### config.mk
export PLATFORM = sky130hd
export DESIGN_NAME = cell_hist_reader
export DESIGN_NICKNAME = d
export VERILOG_FILES = /design/src/rtl/cell_hist_reader.sv
export SDC_FILE = /design/constraint.sdc
export NUM_CORES = 1
export LEC_CHECK = 0
export CORE_MARGIN = 1
export CORE_UTILIZATION = 45
export CTS_BUF_LIST = sky130_fd_sc_hd__clkbuf_16
export DETAILED_ROUTE_END_ITERATION = 6
export PLACE_DENSITY = 0.66
export SYNTH_ARGS = -nofsm -noshare
export SYNTH_HDL_FRONTEND = slang
export SYNTH_SLANG_ARGS = --single-unit
### constraint.sdc
create_clock -name aclk -period 7.4 [get_ports aclk]
set_input_delay 1.48 -clock aclk [delete_from_list [all_inputs] [get_ports aclk]]
set_output_delay 1.48 -clock aclk [all_outputs]
set_load 0.1 [all_outputs]
### src/rtl/cell_hist_reader.sv
// Streams 2x2-cell block histograms out of four interleaved cell banks, one bin per beat.
// Read returns land in a small credit-managed FIFO, so backpressure never drops data.
module cell_hist_reader #(
    parameter int CELL_ROWS       = 34,
    parameter int CELL_COLS       = 34,
    parameter int NBINS           = 18,
    parameter int TOTAL_BIT_WIDTH = 35,
    parameter int RD_LAT          = 2
) (
    input  logic                       aclk,
    input  logic                       arest_n,
    input  logic                       histogram_done,
    output logic [12:0]                normal_addra_0,
    output logic [12:0]                normal_addra_1,
    output logic [12:0]                normal_addra_2,
    output logic [12:0]                normal_addra_3,
    input  logic [TOTAL_BIT_WIDTH-1:0] douta_0,
    input  logic [TOTAL_BIT_WIDTH-1:0] douta_1,
    input  logic [TOTAL_BIT_WIDTH-1:0] douta_2,
    input  logic [TOTAL_BIT_WIDTH-1:0] douta_3,
    output logic [TOTAL_BIT_WIDTH-1:0] feat_0,
    output logic [TOTAL_BIT_WIDTH-1:0] feat_1,
    output logic [TOTAL_BIT_WIDTH-1:0] feat_2,
    output logic [TOTAL_BIT_WIDTH-1:0] feat_3,
    output logic [4:0]                 feat_bin,
    output logic                       feat_valid,
    input  logic                       feat_ready,
    output logic                       feat_last,
    output logic                       busy,
    output logic                       write_feature_done
);

    localparam int DEPTH = RD_LAT + 2;
    localparam int PW    = $clog2(DEPTH);
    localparam int CNTW  = $clog2(DEPTH + 1);
    localparam int RW    = $clog2(CELL_ROWS);
    localparam int CW    = $clog2(CELL_COLS);

    localparam logic [RW-1:0]   LAST_BR  = RW'(CELL_ROWS - 2);
    localparam logic [CW-1:0]   LAST_BC  = CW'(CELL_COLS - 2);
    localparam logic [4:0]      LAST_BIN = 5'(NBINS - 1);
    localparam logic [PW-1:0]   LAST_PTR = PW'(DEPTH - 1);
    localparam logic [CNTW:0]   DEPTH_C  = (CNTW + 1)'(DEPTH);

    typedef enum logic [1:0] {StIdle, StRun, StDrain, StDone} state_e;

    state_e                     r_state, w_state_next;
    logic [RW-1:0]              r_br;
    logic [CW-1:0]              r_bc;
    logic [4:0]                 r_bin;
    logic                       w_issue, w_last_issue, w_credit, w_push, w_pop;
    logic [CNTW:0]              w_inflight;

    logic [RD_LAT-1:0]          r_pipe_vld;
    logic [1:0]                 r_pipe_par  [RD_LAT];
    logic [4:0]                 r_pipe_bin  [RD_LAT];
    logic                       r_pipe_last [RD_LAT];

    logic [TOTAL_BIT_WIDTH-1:0] r_mem      [DEPTH][4];
    logic [4:0]                 r_mem_bin  [DEPTH];
    logic                       r_mem_last [DEPTH];
    logic [PW-1:0]              r_wr_ptr, r_rd_ptr;
    logic [CNTW-1:0]            r_count;

    logic [12:0]                w_addr [4];
    logic [TOTAL_BIT_WIDTH-1:0] w_dout [4];

    function automatic logic [12:0] cell_addr(input int r, input int c, input int bin);
        return 13'(((r / 2) * (CELL_COLS / 2) + (c / 2)) * NBINS + bin);
    endfunction

    assign w_dout[0] = douta_0;
    assign w_dout[1] = douta_1;
    assign w_dout[2] = douta_2;
    assign w_dout[3] = douta_3;

    // Bank b holds the block cell whose row/col parity is b; its offset in the block is b ^ parity.
    always_comb begin
        for (int b = 0; b < 4; b++) begin
            w_addr[b] = '0;
            if (w_issue) begin
                w_addr[b] = cell_addr(int'(r_br) + ((b / 2) ^ int'(r_br[0])),
                                      int'(r_bc) + ((b % 2) ^ int'(r_bc[0])), int'(r_bin));
            end
        end
    end

    assign normal_addra_0 = w_addr[0];
    assign normal_addra_1 = w_addr[1];
    assign normal_addra_2 = w_addr[2];
    assign normal_addra_3 = w_addr[3];

    always_comb begin
        w_inflight = '0;
        for (int i = 0; i < RD_LAT; i++) begin
            w_inflight = w_inflight + (CNTW + 1)'(r_pipe_vld[i]);
        end
    end

    assign w_credit     = (w_inflight + (CNTW + 1)'(r_count)) < DEPTH_C;
    assign w_last_issue = (r_br == LAST_BR) && (r_bc == LAST_BC) && (r_bin == LAST_BIN);
    assign w_push       = r_pipe_vld[RD_LAT-1];
    assign w_pop        = feat_valid && feat_ready;

    always_ff @(posedge aclk or negedge arest_n) begin
        if (!arest_n) begin
            r_state <= StIdle;
        end else begin
            r_state <= w_state_next;
        end
    end

    always_comb begin
        w_state_next = r_state;
        unique case (r_state)
            StIdle:  if (histogram_done) w_state_next = StRun;
            StRun:   if (w_issue && w_last_issue) w_state_next = StDrain;
            StDrain: begin
                if (w_inflight == '0 &&
                    (r_count == '0 || (r_count == CNTW'(1) && w_pop))) begin
                    w_state_next = StDone;
                end
            end
            StDone:  w_state_next = StIdle;
            default: w_state_next = StIdle;
        endcase
    end

    always_comb begin
        w_issue            = 1'b0;
        busy               = 1'b0;
        write_feature_done = 1'b0;
        unique case (r_state)
            StIdle:  ;
            StRun: begin
                busy    = 1'b1;
                w_issue = w_credit;
            end
            StDrain: busy = 1'b1;
            StDone: begin
                busy               = 1'b1;
                write_feature_done = 1'b1;
            end
            default: ;
        endcase
    end

    always_ff @(posedge aclk or negedge arest_n) begin
        if (!arest_n) begin
            r_br  <= '0;
            r_bc  <= '0;
            r_bin <= '0;
        end else if (w_issue) begin
            if (r_bin == LAST_BIN) begin
                r_bin <= '0;
                if (r_bc == LAST_BC) begin
                    r_bc <= '0;
                    r_br <= (r_br == LAST_BR) ? '0 : r_br + 1'b1;
                end else begin
                    r_bc <= r_bc + 1'b1;
                end
            end else begin
                r_bin <= r_bin + 1'b1;
            end
        end
    end

    // Tag pipeline tracks each read until its bank data is valid.
    always_ff @(posedge aclk or negedge arest_n) begin
        if (!arest_n) begin
            r_pipe_vld <= '0;
            for (int i = 0; i < RD_LAT; i++) begin
                r_pipe_par[i]  <= '0;
                r_pipe_bin[i]  <= '0;
                r_pipe_last[i] <= 1'b0;
            end
        end else begin
            r_pipe_vld[0]  <= w_issue;
            r_pipe_par[0]  <= {r_br[0], r_bc[0]};
            r_pipe_bin[0]  <= r_bin;
            r_pipe_last[0] <= w_last_issue;
            for (int i = 1; i < RD_LAT; i++) begin
                r_pipe_vld[i]  <= r_pipe_vld[i-1];
                r_pipe_par[i]  <= r_pipe_par[i-1];
                r_pipe_bin[i]  <= r_pipe_bin[i-1];
                r_pipe_last[i] <= r_pipe_last[i-1];
            end
        end
    end

    always_ff @(posedge aclk or negedge arest_n) begin
        if (!arest_n) begin
            r_wr_ptr <= '0;
            r_rd_ptr <= '0;
            r_count  <= '0;
        end else begin
            if (w_push) r_wr_ptr <= (r_wr_ptr == LAST_PTR) ? '0 : r_wr_ptr + 1'b1;
            if (w_pop)  r_rd_ptr <= (r_rd_ptr == LAST_PTR) ? '0 : r_rd_ptr + 1'b1;
            if (w_push && !w_pop) begin
                r_count <= r_count + 1'b1;
            end else if (!w_push && w_pop) begin
                r_count <= r_count - 1'b1;
            end
        end
    end

    always_ff @(posedge aclk) begin
        if (w_push) begin
            for (int k = 0; k < 4; k++) begin
                r_mem[r_wr_ptr][k] <= w_dout[2'(k) ^ r_pipe_par[RD_LAT-1]];
            end
            r_mem_bin[r_wr_ptr]  <= r_pipe_bin[RD_LAT-1];
            r_mem_last[r_wr_ptr] <= r_pipe_last[RD_LAT-1];
        end
    end

    assign feat_valid = (r_count != '0);
    assign feat_0     = feat_valid ? r_mem[r_rd_ptr][0] : '0;
    assign feat_1     = feat_valid ? r_mem[r_rd_ptr][1] : '0;
    assign feat_2     = feat_valid ? r_mem[r_rd_ptr][2] : '0;
    assign feat_3     = feat_valid ? r_mem[r_rd_ptr][3] : '0;
    assign feat_bin   = feat_valid ? r_mem_bin[r_rd_ptr] : '0;
    assign feat_last  = feat_valid & r_mem_last[r_rd_ptr];

endmodule

==> results of run 1 <==
[placed cells by master, fill, tap and decap left out, drive strengths merged, types with 3 or more instances in the layout]
cell type,count
a211oi,11
a21o,15
a21oi,36
a31oi,3
and2,158
and3,6
buf,57
bufinv,4
clkbuf,72
clkdlybuf4s50,317
clkinv,23
clkinvlp,3
dfrtp,44
diode,6
edfxtp,584
fa,13
ha,131
inv,75
mux4,286
nand2,38
nand2b,11
nand3,17
nand4,4
nor2,91
nor2b,19
nor3,16
nor3b,5
nor4,4
nor4b,4
o21a,5
o21ai,43
o21bai,9
o31ai,3
or3,5
or4,3
xnor2,44
xnor3,6
xor2,47
[state kept, by name, indices dropped and copies added (netlist names)]
signal,flops
r_mem,560
r_br,6
r_pipe_vld,2
r_pipe_bin,10
r_rd_ptr,2
r_pipe_last,2
r_bc,6
r_bin,5
r_pipe_par,4
r_count,3
r_mem_bin,20
r_wr_ptr,2
r_state,2
r_mem_last,4
[per-stage QoR]
| stage | total power [uW] | hold slack (ps) | setup TNS, ps | cells |
|---|---|---|---|---|
| floorplan | 11000 | 331 | 0 | 1835 |
| detailed placement | 13200 | 336 | 0 | 3035 |
| finish | 16200 | 346 | 0 | 3168 |
| global placement | 13100 | 334 | 0 | 3035 |
| global route | 16800 | 353 | -7.68 | 3167 |
| CTS | 16400 | 350 | 0 | 3154 |
[routing by layer]
layer	up-vias	global-route usage [%]	part of all wire (%)
met1	9314	26.7	41
met2	433	33.7	51
met4	14	7.24	2.3
met3	100	4.21	5.7
li1	8002	-	-
met5	-	0	0.11
[path summary, 6_finish.rpt]
path	to	slack [ps]	depth (start not counted)
setup / recovery	normal_addra_1[12]	270	23
hold / removal	r_pipe_bin[3]	350	0
setup reg to reg	r_state[1]	4270	10
hold reg to reg	r_pipe_bin[3]	350	0
max in group asynchronous	r_pipe_par[1]	5620	1
min in group asynchronous	r_state[1]	1040	1
[where the power goes]
group / switching (uW) / leakage, uW / total, uW / internal [uW]
Combinational: 6160 / 0.00607 / 8420 / 2260
Clock: 1340 / 0.00110 / 3240 / 1900
Sequential: 240 / 0.00584 / 4570 / 4330
Total: 7740 / 0.0130 / 16200 / 8490
[worst reg2reg max path, delay by kind of cell (launching register included)]
family,cells,cell delay (ps)
compound gates,1,320
simple gates,5,990
mux,1,350
flops,1,470
fa+ha+maj,2,490
buf+inv,1,380
[what timing repair did]
action,4_1_cts,5_1_grt
buffers inserted,1,8
resized for setup,9,19
pin swaps,1,7
setup endpoints to repair,2,4
[kinds of logic (layout without fill, tap and decap cells)]
family / after synthesis / count (layout)
DFF: 628 / 628
and+or+nand+nor: 384 / 384
muxes: 289 / 289
buffers and inverters: 155 / 551
adders and majority gates: 144 / 144
AOI/OAI and AO/OA: 138 / 138
xor gates and xnor gates: 97 / 97
other: 0 / 6
[area by class of cell]
type	instances	area, um2
Clock inverter	46	345
Timing Repair Buffer	374	3670
Sequential cell	628	18700
Inverter	59	221
Tap cell	931	1160
Fill cell	5451	30700
Antenna cell	6	15.0
Multi-Input combinational cell	1052	12400
Clock buffer	72	1800
==> results by stage, run 1 <==
Outcome:
- The run finished with clean final reports.

Floorplan:
- Pin placement for this block handled 345 I/O pins.
- The core area is 68900 um2.
- The starting density of the core is 45.7%.
- Measured along the x axis, the die boundary spans 267 um.
- The die is 267 um tall.
- The number of cell rows is 96.
- The die covers 71100 um2.

Global route:
- The number of antenna violations at the first check in global routing is 12.
- In the global route stage, overall resource usage came out at 20.4%.
- The global-route wire length before repair is 110000 um.
- The number of global-route vias before repair is 18400.
- The largest net degree at the start of global routing is 86.
- The sum of overflow across all layers after global routing is 0.

Detailed routing:
- The routed layout has 17900 vias.
- The number of DRC violations after detailed routing is 0.
- In the final routed layout, each cell accounts on average for 22.8 um.
- The remaining antenna violation count after routing is 0.
- The number of violations reported at the end of detailed-routing iteration 0 is 1266.
- The first detailed-routing pass took 5 iterations.
- The routed wire length is 72100 um.
- The routed via count divided by cell count is 5.64.

Timing:
- The max-slew violation total from the final report is 0.
- The clock period minus final worst setup slack is 7130 ps.
- The largest clock skew in the final design is 21.6 ps.
- The final-report hold violation count is 0.
- The peak clock frequency supported by timing is 0.140 GHz.
- Measured against its own limit, the worst slew margin works out to 20.2%.
- Dividing the final minimum period by the clock period gives 96.4%.
- The final setup violation count is 0.
- For the pin with the worst max-slew slack, the measured transition is 1190 ps.
- Across all setup checks in the final design, the least slack found is 267 ps.

Min path:
- The start point of the worst min-delay path is r_pipe_bin[8].
- The path class of the lowest-slack min-delay path is register to register.

Yosys:
- The flip-flop and latch count after synthesis is 628.
- The cell area after synthesis is 31500 um2.
- The synthesized netlist devotes 2.74% of its cell area to compound gates.
- After synthesis, the cell types taking the most area are sky130_fd_sc_hd__edfxtp_1, sky130_fd_sc_hd__mux4_2, sky130_fd_sc_hd__ha_1, sky130_fd_sc_hd__dfrtp_1, sky130_fd_sc_hd__and2_1.
- Summed over all instances, the cell type with the most area after synthesis is sky130_fd_sc_hd__edfxtp_1.
- After synthesis, flip-flops and latches occupy 59.2% of the total area.
- After Yosys synthesis, and, or, nand and nor cells account for 6.59% of the synthesized area.
- The count of warnings emitted by yosys is 0.
- Summed over its instances, the top area cell type makes up 55.7% of the synthesized netlist area.
- The dominant combinational cell family by area after synthesis is multiplexers.
- Each instance of the synthesized netlist takes up on average 17.2 um2.
- Yosys mapped a number of flops with a built-in enable equal to 584.
- The xor/xnor share of the synthesized area is 2.96%.
- The portion of synthesized area spent on multiplexers is 20.6%.
- The proportion of synthesized flip-flops having asynchronous set or reset is 7.01%.
- Synthesis produced 1835 cells.
- The unique cell type count in the Yosys netlist is 52.
- Sorting the synthesized cells by how often they occur yields sky130_fd_sc_hd__edfxtp_1, sky130_fd_sc_hd__mux4_2, sky130_fd_sc_hd__and2_1.
- The post-synthesis adder-cell area fraction is 6.03%.
- The most used flip-flop cell after synthesis is sky130_fd_sc_hd__edfxtp_1.
- The number of nets in the synthesized netlist is 2123.
- Yosys instantiated no cell more often than sky130_fd_sc_hd__edfxtp_1.

Setup path:
- Traced cell by cell, the critical path runs through and3_1 -> and3_1 -> xnor2_2 -> inv_1 -> ha_1 -> ha_1 -> ha_1 -> inv_1 -> fa_2 -> nand2b_4 -> nor2_4 -> nand2b_1 -> o21ai_0 -> ha_1 -> ha_1 -> inv_1 -> and3_1 -> a211o_1 -> a311oi_2 -> nand4b_1 -> xnor3_1 -> nor2_2 -> buf_12.
- For the worst setup path, the data arrival time is 5650 ps.
- STA classifies the critical path startpoint as a register.
- The worst-path maximum fanout is 7.
- Data on the critical path is required at its endpoint by 5920 ps.
- The cell class contributing the biggest share of worst-path delay is adder cells.
- In this run the critical register-to-register path is launched from r_pipe_vld[1].
- STA classifies the critical path endpoint as a primary output.
- The largest single stage delay on the critical path is 480 ps.
- The critical path contains buffers and inverters numbering 4 combined.
- The slowest stage of the critical path is the sky130_fd_sc_hd__fa_2 cell.
- The critical path is of the register to primary output type.
- The library cell appearing most often on the critical path is sky130_fd_sc_hd__ha_1.
- Tracing the worst setup path back leads to its startpoint at r_br[0].

Clock tree:
- The TritonCTS clock tree is yes.
- The buffer cell driving the clock tree root is sky130_fd_sc_hd__clkbuf_16.
- The count of H-tree levels built during CTS is 3.
- The source-to-sink clock delay at the later pin of the worst-skew pair is 600 ps.
- The number of clock sinks is 628.
- Clock tree synthesis inserted a total of 67 buffers.
- The number of hold buffers added after CTS was 0.
- The longest clock path from root to sink contains 3 buffers.
- The clock transition time at the flip-flop clock pins of the worst setup and hold paths is 60 ps.

Cells and area:
- The layout cell share with drive strength beyond 1 is 21.4%.
- The relative area change from synthesis to final layout is 21.4%.
- The final cell area excluding filler cells is 38200 um2.
- Cells fill 55.5% of the core in the end.
- The net count of the finished layout is 2470.

Power and ir drop:
- The areal power density over the cells is 424 nW/um2.
- The peak supply drop is 0.410 mV.
- The analysis attributes to cell leakage a power of 0.0130 uW.

Placement:
- The routability congestion estimate from global placement is 0.846.
- The count of input and output buffers is 344.
- Timing analysis after detailed placement gives a worst setup slack of 426 ps.
- The detailed placement HPWL is 47200 um.
- The placed instances occupy a cell area of 35900 um2.

Run:
- The tool flagged a number of max-cap violations equal to 0.
Power figures use the tool's default switching activity.
==> run 2, diff against run 1 <==
- CTS_CLUSTER_SIZE: unset -> 10
- HOLD_SLACK_MARGIN: unset -> 0.02
- SKIP_LAST_GASP: unset -> 1
==> run 2 against run 1 <==
Net effect:
- sequential share of layout area up 0.23 points
- maximum frequency up 0.25%
- sequential power about the same
- combinational power about the same
- clock power down 5%
- register-to-register slack about the same
- routed wire length up 0.46%
- critical path type unchanged
- largest cell class unchanged
==> results by stage, run 2 (same netlist as run 1, synthesis figures left out) <==
Outcome:
- The run finished with clean final reports.

Setup path:
- The endpoint required time on the critical path is 5920 ps.
- Data arrives at the worst endpoint at 5640 ps.
- The library cell appearing most often on the critical path is sky130_fd_sc_hd__ha_1.
- The delay of the slowest cell on the worst path is 480 ps.
- In this run the critical register-to-register path is launched from r_pipe_vld[1].
- The worst-path maximum fanout is 7.
- The worst setup path is launched from a register.
- In this run the worst setup path begins at r_br[0].
- The kind of end point of the critical path is a primary output.
- The signal on the critical path passes through and3_1 -> and3_1 -> xnor2_2 -> inv_1 -> ha_1 -> ha_1 -> ha_1 -> inv_1 -> fa_2 -> nand2b_4 -> nor2_4 -> nand2b_1 -> o21ai_0 -> ha_1 -> ha_1 -> inv_1 -> and3_1 -> a211o_1 -> a311oi_2 -> nand4b_1 -> xnor3_1 -> nor2_2 -> buf_12.
- The slowest cell on the critical path is sky130_fd_sc_hd__fa_2.
- The startpoint-to-endpoint class of the critical path is register to primary output.

Cells and area:
- The library cells used most frequently in the layout, excluding fill and tap cells, are sky130_fd_sc_hd__edfxtp_1, sky130_fd_sc_hd__clkdlybuf4s50_1, sky130_fd_sc_hd__mux4_2.
- With fillers left out, the area of the finished cells amounts to 38100 um2.
- The post-route netlist has 20.9% of its cells at a drive strength greater than 1.
- Leaving out fill and tap cells, the most frequent cell in the layout is sky130_fd_sc_hd__edfxtp_1.
- The largest registers in the layout are r_mem: 560 flops, r_mem_bin: 20 flops, r_pipe_bin: 10 flops.
- Compared with the post-synthesis result, the final layout area differs by 20.8%.
- The number of filler cells placed in the layout is 5465.
- For this run, the post-layout net count is 2476.
- The utilization after layout is 55.2%.
- The register with the most flip-flops in the layout has 560 of them.
- The register with the most flip-flops in the final layout is r_mem.

Clock tree:
- Clock latency on the worst-skew pair, taken at its later pin, is 590 ps.
- CTS built an H-tree with a depth of 3.
- The tree built by TritonCTS fans out to 628 sinks.
- The buffer cell driving the clock tree root is sky130_fd_sc_hd__clkbuf_16.
- The clock transition time at the flip-flop clock pins of the worst setup and hold paths is 60 ps.
- Counting along the longest clock path gives a buffer depth of 3.
- The TritonCTS clock tree is yes.
- The number of buffers created by CTS is 73.

Global route:
- Entering global routing, the biggest net connects 86 pins.
- The number of global-route vias before repair is 18500.
- The global-route wire length before repair is 110000 um.
- The number of antenna violations at the first check in global routing is 9.
- The total global routing track utilization is 20.5%.
- The total overflow left after global routing is 0.

Detailed routing:
- The number of violations reported at the end of detailed-routing iteration 0 is 1301.
- The routed via count divided by cell count is 5.68.
- The first detailed-routing pass ran for 5 iterations.
- In this run the remaining antenna-violating nets after routing total 0.
- After detailed routing, the average wire length per cell comes to 23.1 um.
- The via total after detailed routing is 17900.
- The number of DRC violations after detailed routing is 0.
- The routed wire length is 72500 um.

Placement:
- The post-placement cell area is 35900 um2.
- The count of buffers added on input and output ports is 344.
- Detailed placement ended at an HPWL of 47200 um.
- The routability congestion estimate from global placement is 0.846.
- Prior to clock tree synthesis, the placed netlist has a worst setup slack of 426 ps.

Timing:
- The post-layout worst setup margin is 285 ps.
- The worst pin sits at a relative slew slack of 19.8%.
- The clock period minus final worst setup slack is 7120 ps.
- For the final database, setup skew stands at 14.8 ps.
- Setup violations remaining at the end of the flow were counted as 0.
- At the pin with the least slew margin, the transition time is 1200 ps.
- The max-slew violation total from the final report is 0.
- The peak clock frequency supported by timing is 0.141 GHz.
- Setup repair after global routing could not meet its margin everywhere.
- The portion of the clock cycle consumed by the worst path in the final layout is 96.2%.
- The final-report hold violation count was 0.

Min path:
- The startpoint identified for the worst hold timing path is r_pipe_bin[9].
- The path class of the lowest-slack min-delay path is register to register.

Floorplan:
- The floorplan die width is 267 um.
- After floorplanning, the core was sized to cover 68900 um2.
- Once the floorplan was initialized, standard cells occupied 45.7% of the core.
- The vertical die dimension is 267 um.
- The number of top-level pins is 345.
- The die covers 71100 um2.
- The number of cell rows is 96.

Power and ir drop:
- The peak supply drop is 0.401 mV.
- The areal power density over the cells is 422 nW/um2.
- The total leakage power is 0.0129 uW.

Run:
- Across the run, the number of max-cap violations was 0.
-- run 2: cell types whose count changed in the layout (fill, tap and decap cells not counted), sizes merged --
cell	delta
diode	-2
inv	-1
clkinv	-19
clkbuf	+3
bufinv	-4
clkinvlp	-3
-- run 2: what timing repair did --
action                     in CTS  in global routing
pin swaps                       1                  6
setup buffers                   1                  8
setup endpoints to repair       2                  4
hold buffers                    0                  0
resized for setup              10                 17
-- run 2: worst max-delay path: cells and delay by family (launching register included) --
family | cells | cell delay (ps)
buf+inv | 4 | 420
simple gates | 8 | 1320
compound gates | 3 | 770
fa+ha+maj | 6 | 1610
xor+xnor | 2 | 450
flops | 1 | 440
-- run 2: layout make-up --
cell class / instances / area (um2) / area share [%]
Sequential cell: 628 / 18700 / 49.0
Multi-Input combinational cell: 1052 / 12400 / 32.5
Timing Repair Buffer: 374 / 3670 / 9.65
Clock buffer: 75 / 1880 / 4.93
Tap cell: 931 / 1160 / 3.06
Inverter: 59 / 221 / 0.582
Clock inverter: 19 / 97.6 / 0.256
Antenna cell: 4 / 10.0 / 0.0263
-- run 2: final timing paths --
path                                      end  cells after the start  slack [ps]
min in group asynchronous          r_state[1]                      1        1050
min reg2reg                     r_pipe_bin[4]                      0         350
max in group asynchronous       r_pipe_par[1]                      1        5610
max                        normal_addra_1[12]                     23         280
max reg2reg                        r_state[1]                     10        4270
min                             r_pipe_bin[4]                      0         350
-- run 2: power breakdown --
group / total (uW) / internal (uW) / switching (uW) / leakage, uW
Clock: 3070 / 1790 / 1280 / 0.00102
Combinational: 8410 / 2250 / 6160 / 0.00607
Sequential: 4570 / 4330 / 240 / 0.00584
-- run 2: per-stage QoR --
step	power, uW	TNS (ps)	hold slack [ps]	std cells
global route	16600	-89.0	351	3141
finish	16100	0	348	3142
detailed placement	13200	0	336	3035
CTS	16300	0	348	3130
global placement	13100	0	334	3035
floorplan	11000	0	331	1835
-- run 2: routing by layer --
metal / wire, um / vias up / GRT usage [%]
li1: - / 7982 / -
met1: 29600 / 9281 / 26.6
met2: 36600 / 480 / 34.3
met3: 4520 / 106 / 4.25
met4: 1660 / 12 / 6.96
met5: 73 / - / 0
